$ cat src/rtl/bios_boot_watchdog.sv
// Boot-progress watchdog: arms on WdtEnable, expects BootDone before TICK_DIV*TIMEOUT_TICKS cycles,
// otherwise commits the alternate BIOS (Next_Bios_latch), pulses SysResetReq, then halts.
// Latency: all outputs registered, one edge after the deciding input; no backpressure (strobe-driven).
module bios_boot_watchdog #(
  parameter int TICK_DIV      = 33000,
  parameter int TIMEOUT_TICKS = 60000,
  parameter int RST_PULSE_CYC = 330
) (
  input  logic       LpcClock,
  input  logic       PciReset,
  input  logic       WdtEnable,
  input  logic       BootDone,
  input  logic       WdtKick,
  input  logic       Current_Bios,
  input  logic       Next_Bios,
  input  logic       Active_Bios,
  output logic       Next_Bios_latch,
  output logic       SysResetReq,
  output logic       WdtExpired,
  output logic       FailBios,
  output logic       SameBiosFail,
  output logic [2:0] WdtState
);

  typedef enum logic [2:0] {
    S_IDLE   = 3'd0,
    S_ARMED  = 3'd1,
    S_DONE   = 3'd2,
    S_EXPIRE = 3'd3,
    S_RSTREQ = 3'd4,
    S_HALT   = 3'd5
  } state_t;

  localparam logic [15:0] PRESC_LAST = 16'(TICK_DIV - 1);
  localparam logic [15:0] TICK_LAST  = 16'(TIMEOUT_TICKS - 1);
  localparam logic [15:0] TICK_MAX   = 16'(TIMEOUT_TICKS);
  localparam logic [15:0] PULSE_LAST = 16'(RST_PULSE_CYC - 1);

  state_t      state, state_next;
  logic [15:0] presc, presc_next;
  logic [15:0] tick_cnt, tick_next;
  logic        expired_next, fail_next, same_next;
  logic        is_tick;

  // Current_Bios is informational only; it never steers the watchdog.
  logic unused_current_bios;
  assign unused_current_bios = Current_Bios;

  // The prescaler wrap cycle is the watchdog tick.
  assign is_tick = (presc == PRESC_LAST);

  // Next-state, counter and sticky-flag logic.
  always_comb begin
    state_next   = state;
    presc_next   = presc;
    tick_next    = tick_cnt;
    expired_next = WdtExpired;
    fail_next    = FailBios;
    same_next    = SameBiosFail;
    case (state)
      S_IDLE: begin
        presc_next = '0;
        tick_next  = '0;
        if (WdtEnable) state_next = S_ARMED;
      end
      S_ARMED: begin
        if (!WdtEnable) begin
          state_next = S_IDLE;
          presc_next = '0;
          tick_next  = '0;
        end else if (BootDone) begin
          // BootDone outranks a coincident expiry; counters freeze from here.
          state_next = S_DONE;
        end else if (WdtKick) begin
          presc_next = '0;
          tick_next  = '0;
        end else if (is_tick) begin
          presc_next = '0;
          if (tick_cnt < TICK_MAX) tick_next = tick_cnt + 16'd1;
          if (tick_cnt >= TICK_LAST) state_next = S_EXPIRE;
        end else begin
          presc_next = presc + 16'd1;
        end
      end
      S_DONE: begin
        state_next = S_DONE;
      end
      S_EXPIRE: begin
        expired_next = 1'b1;
        fail_next    = Active_Bios;
        same_next    = (Next_Bios == Active_Bios);
        presc_next   = '0;   // prescaler doubles as the reset-pulse counter
        state_next   = S_RSTREQ;
      end
      S_RSTREQ: begin
        if (presc >= PULSE_LAST) begin
          presc_next = '0;
          state_next = S_HALT;
        end else begin
          presc_next = presc + 16'd1;
        end
      end
      S_HALT: begin
        state_next = S_HALT;
      end
      default: begin
        state_next = S_IDLE;
        presc_next = '0;
        tick_next  = '0;
      end
    endcase
  end

  // State, counters and registered outputs; strobes are decoded from the next state.
  always_ff @(posedge LpcClock or posedge PciReset) begin
    if (PciReset) begin
      state           <= S_IDLE;
      presc           <= '0;
      tick_cnt        <= '0;
      Next_Bios_latch <= 1'b0;
      SysResetReq     <= 1'b0;
      WdtExpired      <= 1'b0;
      FailBios        <= 1'b0;
      SameBiosFail    <= 1'b0;
    end else begin
      state           <= state_next;
      presc           <= presc_next;
      tick_cnt        <= tick_next;
      Next_Bios_latch <= (state_next == S_EXPIRE);
      SysResetReq     <= (state_next == S_RSTREQ);
      WdtExpired      <= expired_next;
      FailBios        <= fail_next;
      SameBiosFail    <= same_next;
    end
  end

  assign WdtState = state;

endmodule
$ cat config.mk
export PLATFORM = sky130hd
export DESIGN_NAME = bios_boot_watchdog
export DESIGN_NICKNAME = d
export VERILOG_FILES = /design/src/rtl/bios_boot_watchdog.sv
export SDC_FILE = /design/constraint.sdc
export NUM_CORES = 1
export LEC_CHECK = 0
export CAP_MARGIN = 20
export CELL_PAD_IN_SITES_DETAIL_PLACEMENT = 1
export CELL_PAD_IN_SITES_GLOBAL_PLACEMENT = 1
export CORE_ASPECT_RATIO = 1.5
export CORE_MARGIN = 8
export CORE_UTILIZATION = 41
export CTS_CLUSTER_SIZE = 24
export DETAILED_ROUTE_END_ITERATION = 6
export GPL_TIMING_DRIVEN = 1
export PLACE_DENSITY = 0.81
export REMOVE_ABC_BUFFERS = 1
export SETUP_SLACK_MARGIN = 0.2
export SKIP_CTS_REPAIR_TIMING = 1
export SLEW_MARGIN = 20
export SYNTH_ARGS = -nofsm -noshare
export SYNTH_HDL_FRONTEND = slang
export SYNTH_SLANG_ARGS = --single-unit
$ cat constraint.sdc
create_clock -name LpcClock -period 2.1 [get_ports LpcClock]
set_clock_uncertainty 0.2 [all_clocks]
set_input_delay 0.21 -clock LpcClock [delete_from_list [all_inputs] [get_ports LpcClock]]
set_output_delay 0.21 -clock LpcClock [all_outputs]
set_load 0.02 [all_outputs]
# Word level (Yosys, flattened, before mapping)
# Cells that the tools add are included.
# Widths: inputs -> output; s select.
dict set report totals {
  out_inout_bits 8
  word_cells 52
  reg_bits 40
}
dict set report classes {
  n_reduce_logical 5
  n_lt_le_gt_ge 3
  mux 20
  addsub 2
  bitwise 2
  n_eq_ne 12
}
# cell count
set ops {}
lappend ops {{$mux 16} 10}
lappend ops {{$pmux 16 s3} 1}
lappend ops {{$add 16x1->16 const B} 2}
lappend ops {{$pmux 16 s2} 1}
lappend ops {{$mux 3} 7}
lappend ops {{$pmux 3 s6} 1}
lappend ops {{$eq 16x16->1 const B} 1}
lappend ops {{$ge 16x16->1 const B} 1}
lappend ops {{$ge 16x9->1 const B} 1}
lappend ops {{$lt 16x16->1 const B} 1}
lappend ops {{$eq 3x2->1 const B} 3}
lappend ops {{$eq 3x3->1 const B} 3}
lappend ops {{$ne 4x4->1 const B} 2}
lappend ops {{$reduce_and 4->1} 1}
lappend ops {{$reduce_or 4->1} 1}
lappend ops {{$eq 3x1->1 const B} 1}
lappend ops {{$logic_not 3->1} 1}
lappend ops {{$ne 3x3->1 const B} 1}
lappend ops {{$not 1->1} 2}
lappend ops {{$reduce_and 2->1} 1}
lappend ops {{$reduce_or 2->1} 1}
lappend ops {{$eq 1x1->1} 1}

# Longest topological paths before layout
dict set report depth {
  word_depth 8
  depth_mapped 8
}

# Worst setup path before layout
# No wires, ideal clock.
dict set report synth_timing {
  path_type {register to register}
  startpoint {register tick_cnt[5]}
  endpoint {register tick_cnt[12]}
  setup_slack_ns -0.220
  n_path_buf 1
  arrival_time_ns 1.996
  required_time_ns 1.776
  path_stages_with_launch 7
  setup_ns 0.124
  path_cell_list {dfrtp_1 -> buf_6 -> a211o_1 -> a311o_2 -> a2111oi_4 -> a21oi_1 -> a211o_1}
}
dict set report synth_between {
  elab_chain_len 7
  word_cells_on_any_way 10
  cone_classes {add/sub (1); order compare (1); eq/ne (1); mux (6); reduce/logical (1)}
}
# element line_no
set synth_lines {}
lappend synth_lines {{from (decl)} 41} ;# logic [15:0] tick_cnt, tick_next;
lappend synth_lines {{from (signal assigned)} 128} ;# tick_cnt <= tick_next;
lappend synth_lines {{$add 16x1->16} 79} ;# if (tick_cnt < TICK_MAX) tick_next = tick_cnt + 16'd1;
lappend synth_lines {{$mux 16} 79}
lappend synth_lines {{$mux 16} 77} ;# end else if (is_tick) begin
lappend synth_lines {{$mux 16} 74} ;# end else if (WdtKick) begin
lappend synth_lines {{$mux 16} 71} ;# end else if (BootDone) begin
lappend synth_lines {{$mux 16} 67} ;# if (!WdtEnable) begin
lappend synth_lines {{$pmux 16 s2} 60} ;# case (state)
# Parallel ways exist; a longest one is shown, timed or not. The select of a mux whose other input is x is not followed.
# A chain may end at the register's enable or synchronous reset.

# Final worst setup path
# Ends and elaborated chain as after synthesis.

==> results list <==
- HPWL Detailed: 5290 µm
* Number of iterations in the first detailed-routing pass: 4
* Synth unique cells: 54
- IR analysis of the VDD net gives a maximum drop of 409 µV.
* Height of the die: 110 µm
- Max-cap violations in this run came to 0.
- At the worst endpoint, the arrival time is 2280 ps.
- The run finished, with violations left.
* GR Util All Layers: 17.6%
* Library cell with the largest summed area after synthesis: sky130_fd_sc_hd__dfrtp_1
- Total detailed-routing wirelength: 10000 µm
* Leftover overflow at the end of global routing: 0
- Clock tree from TritonCTS: done
* Layout cells sized above 1: 35.1%
* Most common cell in the synthesized netlist: sky130_fd_sc_hd__dfrtp_1
- Clock latency on the worst-skew pair, taken at its later pin, is 310 ps.
- Number of flops mapped to enable cells by yosys: 0
- Required time of the critical path: 2100 ps
- Unrepaired setup endpoints after global routing: yes
* Setup slack of the critical path after layout: -186 ps
- Based on the critical path, the design can be clocked at up to 437 MHz.
- Biggest cell delay along the critical path: 410 ps
- Type of element capturing the critical path: flop
- Largest net degree at the start of global routing: 41
- Antenna violations before repair: 0
- The checks that failed: setup timing.
- Pre-CTS WS: -233 ps
* Mean instance size in the synthesized netlist: 8.90 µm²
* Worst hold slack across all endpoints: 132 ps
- Reg-to-Reg Start: tick_cnt[5]$_DFFE_PP0P_
* Drt wl/cell: 24.2 µm
- Total area of multi-input combinational cells: 1590 µm²
* Clock buffers created by TritonCTS: 5
* Total leakage power: 1.54 nW
- The share of synthesized area in the top cell type comes to 41.5%.
- H-tree Lvls: 2
- For this design the ratio of total power to cell area is 427 nW/µm².
* Final Hold Fails: 0
* Via count of the first global-routing pass: 2547
- The finished cells cover 3470 µm².
* Wire length of the first global-routing pass: 12300 µm
* Routability-driven placement congestion ratio: 0.840
- Async set-or-reset flop fraction in the synthesized netlist: 100%
- DIE WIDTH: 78.6 µm
- Total Die Area: 8640 µm²
- TritonCTS sink count: 40
- The sequential cells in the finished layout cover a total of 1000 µm².
- HP Class: primary input to async pin
* Number of remaining DRC errors: 0
- Top post-synthesis cells by count: sky130_fd_sc_hd__dfrtp_1, sky130_fd_sc_hd__nor2_1, sky130_fd_sc_hd__nand2_1
* Worst Max-Slew Pin Slew: 589 ps
- Number of vias per cell after detailed routing: 6.27
- Ys flop type: sky130_fd_sc_hd__dfrtp_1
* Final setup violating endpoints: 30
- The clock passes through at most 2 buffers.
- In this run the tightest slew margin relative to its limit is 60.8%.
- Most area-consuming cells after synthesis: sky130_fd_sc_hd__dfrtp_1, sky130_fd_sc_hd__nor2_1, sky130_fd_sc_hd__nand2_1, sky130_fd_sc_hd__xnor2_1, sky130_fd_sc_hd__and3_1
* Number of DRC violations after detailed-routing iteration 0: 150
* Fillers: 655
* Number of placement rows: 34
- Count of input and output buffers: 14
* Floorplan core area: 5740 µm²
- Clk slew on worst S/H paths: 90 ps
* Cell-by-cell listing of the critical path: a211o_1, a311o_2, a2111oi_4, buf_4, a21oi_1, a211o_1
* Type of the worst setup path: flop to flop
- Number of nets with antenna violations after detailed routing: 0
- Post-route minimum period: 2290 ps
* Antenna cells: 0
* Most frequent cell on the critical path: sky130_fd_sc_hd__a211o_1
* Crit-path slowest cell: sky130_fd_sc_hd__dfrtp_1
* Startpoint type of the worst setup path: flop
- Counting tap cells, the placed design contains a total of 397 instances.
* Number of warnings printed during yosys synthesis: 0
* Period utilisation layout: 109%
* Number of register bits inferred by synthesis: 40
* Clock root buffer: sky130_fd_sc_hd__clkbuf_8
- The cell area that synthesis handed to floorplanning was 2410 µm².
- Relative to the synthesized area, the layout overhead comes to 43.8%.
* Critical Path Start: tick_cnt[5]$_DFFE_PP0P_
- Post-DP Area: 2980 µm²
- Counting every instance in the synthesized netlist gives 271.
- 16 I/O pins were placed.
- Number of max-slew violations in the final report: 0
- Once layout is complete, the cells apart from fillers number 414.
* Maximum fanout along the worst path: 5
* Initial cell density of the core: 42.0%
* Nets: 353
- The share of the Yosys chip area taken by registers is 41.5%.
- Vias: 2597
* Sum Neg Setup Slack: -2140 ps
-- layout make-up --
| class | count | share of cell area (%) |
|---|---|---|
| clock inverter | 3 | 1.23 |
| tap | 72 | 2.60 |
| timing repair buffer | 75 | 18.5 |
| inverter | 9 | 0.974 |
| sequential | 40 | 28.8 |
| clock buffer | 5 | 1.98 |
| multi-input combinational | 210 | 45.9 |
-- kinds of logic (layout without fill, tap and decap cells) --
kind of cell	after synthesis	in the layout	synth area share (%)
AO/OA/AOI/OAI	57	58	18.4
XOR/XNOR	16	16	5.81
adder cells (fa/ha/maj)	4	4	2.07
buffers and inverters	22	92	3.79
flip-flops	40	40	41.5
multiplexers	2	2	0.882
AND/OR/NAND/NOR	130	130	27.6
-- per-layer routing --
layer / wire [µm] / part of all wire (%) / global-route usage (%)
met5: 0 / 0 / 0
met4: 527 / 5.3 / 5.85
met3: 264 / 2.6 / 2.62
met2: 5800 / 58 / 35.3
met1: 3420 / 34 / 17.8
-- where the power goes --
part           internal (W)  total (W)  switching (W)
registers          0.000772   0.000774     0.00000167
logic             0.0000208  0.0000494      0.0000286
clock network      0.000352   0.000658       0.000306
total               0.00115    0.00148       0.000337
-- worst max-delay path, delay by kind of cell (launching register included) --
kind / cells / cell delay, ps
AO/OA/AOI/OAI: 5 / 1360
buffers and inverters: 1 / 210
flip-flops: 1 / 410
-- sequential cells by signal (all words and copies together) (netlist names) --
name	cells
FailBios	1
Next_Bios_latch	1
SameBiosFail	1
SysResetReq	1
WdtExpired	1
WdtState	3
presc	16
tick_cnt	16
-- per-stage QoR --
step | total power (W) | utilization, %
6_report | 0.00148 | 60.4
5_1_grt | 0.00151 | 60.4
4_1_cts | 0.00147 | 53.9
3_5_place_dp | 0.000838 | 51.9
3_3_place_gp | 0.000837 | 51.9
2_1_floorplan | 0.000808 | -
-- path summary, 6_finish.rpt --
kind,end,slack (ps),depth (start not counted)
worst max register to register,tick_cnt[12]$_DFFE_PP0P_,-190,6
min in group LpcClock,WdtExpired$_DFFE_PP0P_,280,1
worst min register to register,WdtExpired$_DFFE_PP0P_,280,1
max in group asynchronous,presc[6]$_DFFE_PP0P_,1180,3
worst max-delay path,tick_cnt[12]$_DFFE_PP0P_,-190,6
worst min-delay path,tick_cnt[3]$_DFFE_PP0P_,130,3
-- layout by cell type (no fill, tap or decap), types with 2 or more instances in the layout --
| cell | netlist | routed |
|---|---|---|
| sky130_fd_sc_hd__a2111oi_4 | 1 | 2 |
| sky130_fd_sc_hd__a211o_1 | 8 | 8 |
| sky130_fd_sc_hd__a21o_1 | 4 | 3 |
| sky130_fd_sc_hd__a21oi_1 | 14 | 7 |
| sky130_fd_sc_hd__a21oi_2 | 0 | 5 |
| sky130_fd_sc_hd__a21oi_4 | 0 | 2 |
| sky130_fd_sc_hd__a31oi_1 | 2 | 2 |
| sky130_fd_sc_hd__and3_1 | 12 | 11 |
| sky130_fd_sc_hd__and4_1 | 3 | 2 |
| sky130_fd_sc_hd__buf_4 | 0 | 50 |
| sky130_fd_sc_hd__buf_6 | 1 | 11 |
| sky130_fd_sc_hd__clkbuf_8 | 0 | 5 |
| sky130_fd_sc_hd__clkdlybuf4s50_1 | 0 | 13 |
| sky130_fd_sc_hd__dfrtp_1 | 40 | 40 |
| sky130_fd_sc_hd__ha_1 | 4 | 2 |
| sky130_fd_sc_hd__ha_2 | 0 | 2 |
| sky130_fd_sc_hd__inv_1 | 9 | 8 |
| sky130_fd_sc_hd__nand2_1 | 28 | 27 |
| sky130_fd_sc_hd__nand2b_1 | 3 | 3 |
| sky130_fd_sc_hd__nand3_1 | 14 | 13 |
| sky130_fd_sc_hd__nand3b_1 | 3 | 3 |
| sky130_fd_sc_hd__nand4_1 | 6 | 6 |
| sky130_fd_sc_hd__nor2_1 | 32 | 18 |
| sky130_fd_sc_hd__nor2_2 | 0 | 8 |
| sky130_fd_sc_hd__nor2_4 | 0 | 6 |
| sky130_fd_sc_hd__nor2b_1 | 2 | 2 |
| sky130_fd_sc_hd__nor3_1 | 7 | 6 |
| sky130_fd_sc_hd__nor4_1 | 10 | 4 |
| sky130_fd_sc_hd__nor4_2 | 0 | 4 |
| sky130_fd_sc_hd__nor4_4 | 0 | 2 |
| sky130_fd_sc_hd__nor4bb_1 | 2 | 2 |
| sky130_fd_sc_hd__o211ai_1 | 3 | 3 |
| sky130_fd_sc_hd__o21a_1 | 2 | 2 |
| sky130_fd_sc_hd__o21ai_0 | 6 | 2 |
| sky130_fd_sc_hd__o21ai_1 | 0 | 3 |
| sky130_fd_sc_hd__xnor2_1 | 12 | 12 |
| sky130_fd_sc_hd__xor2_1 | 4 | 4 |
No activity file was read; power rests on OpenSTA's default activity.
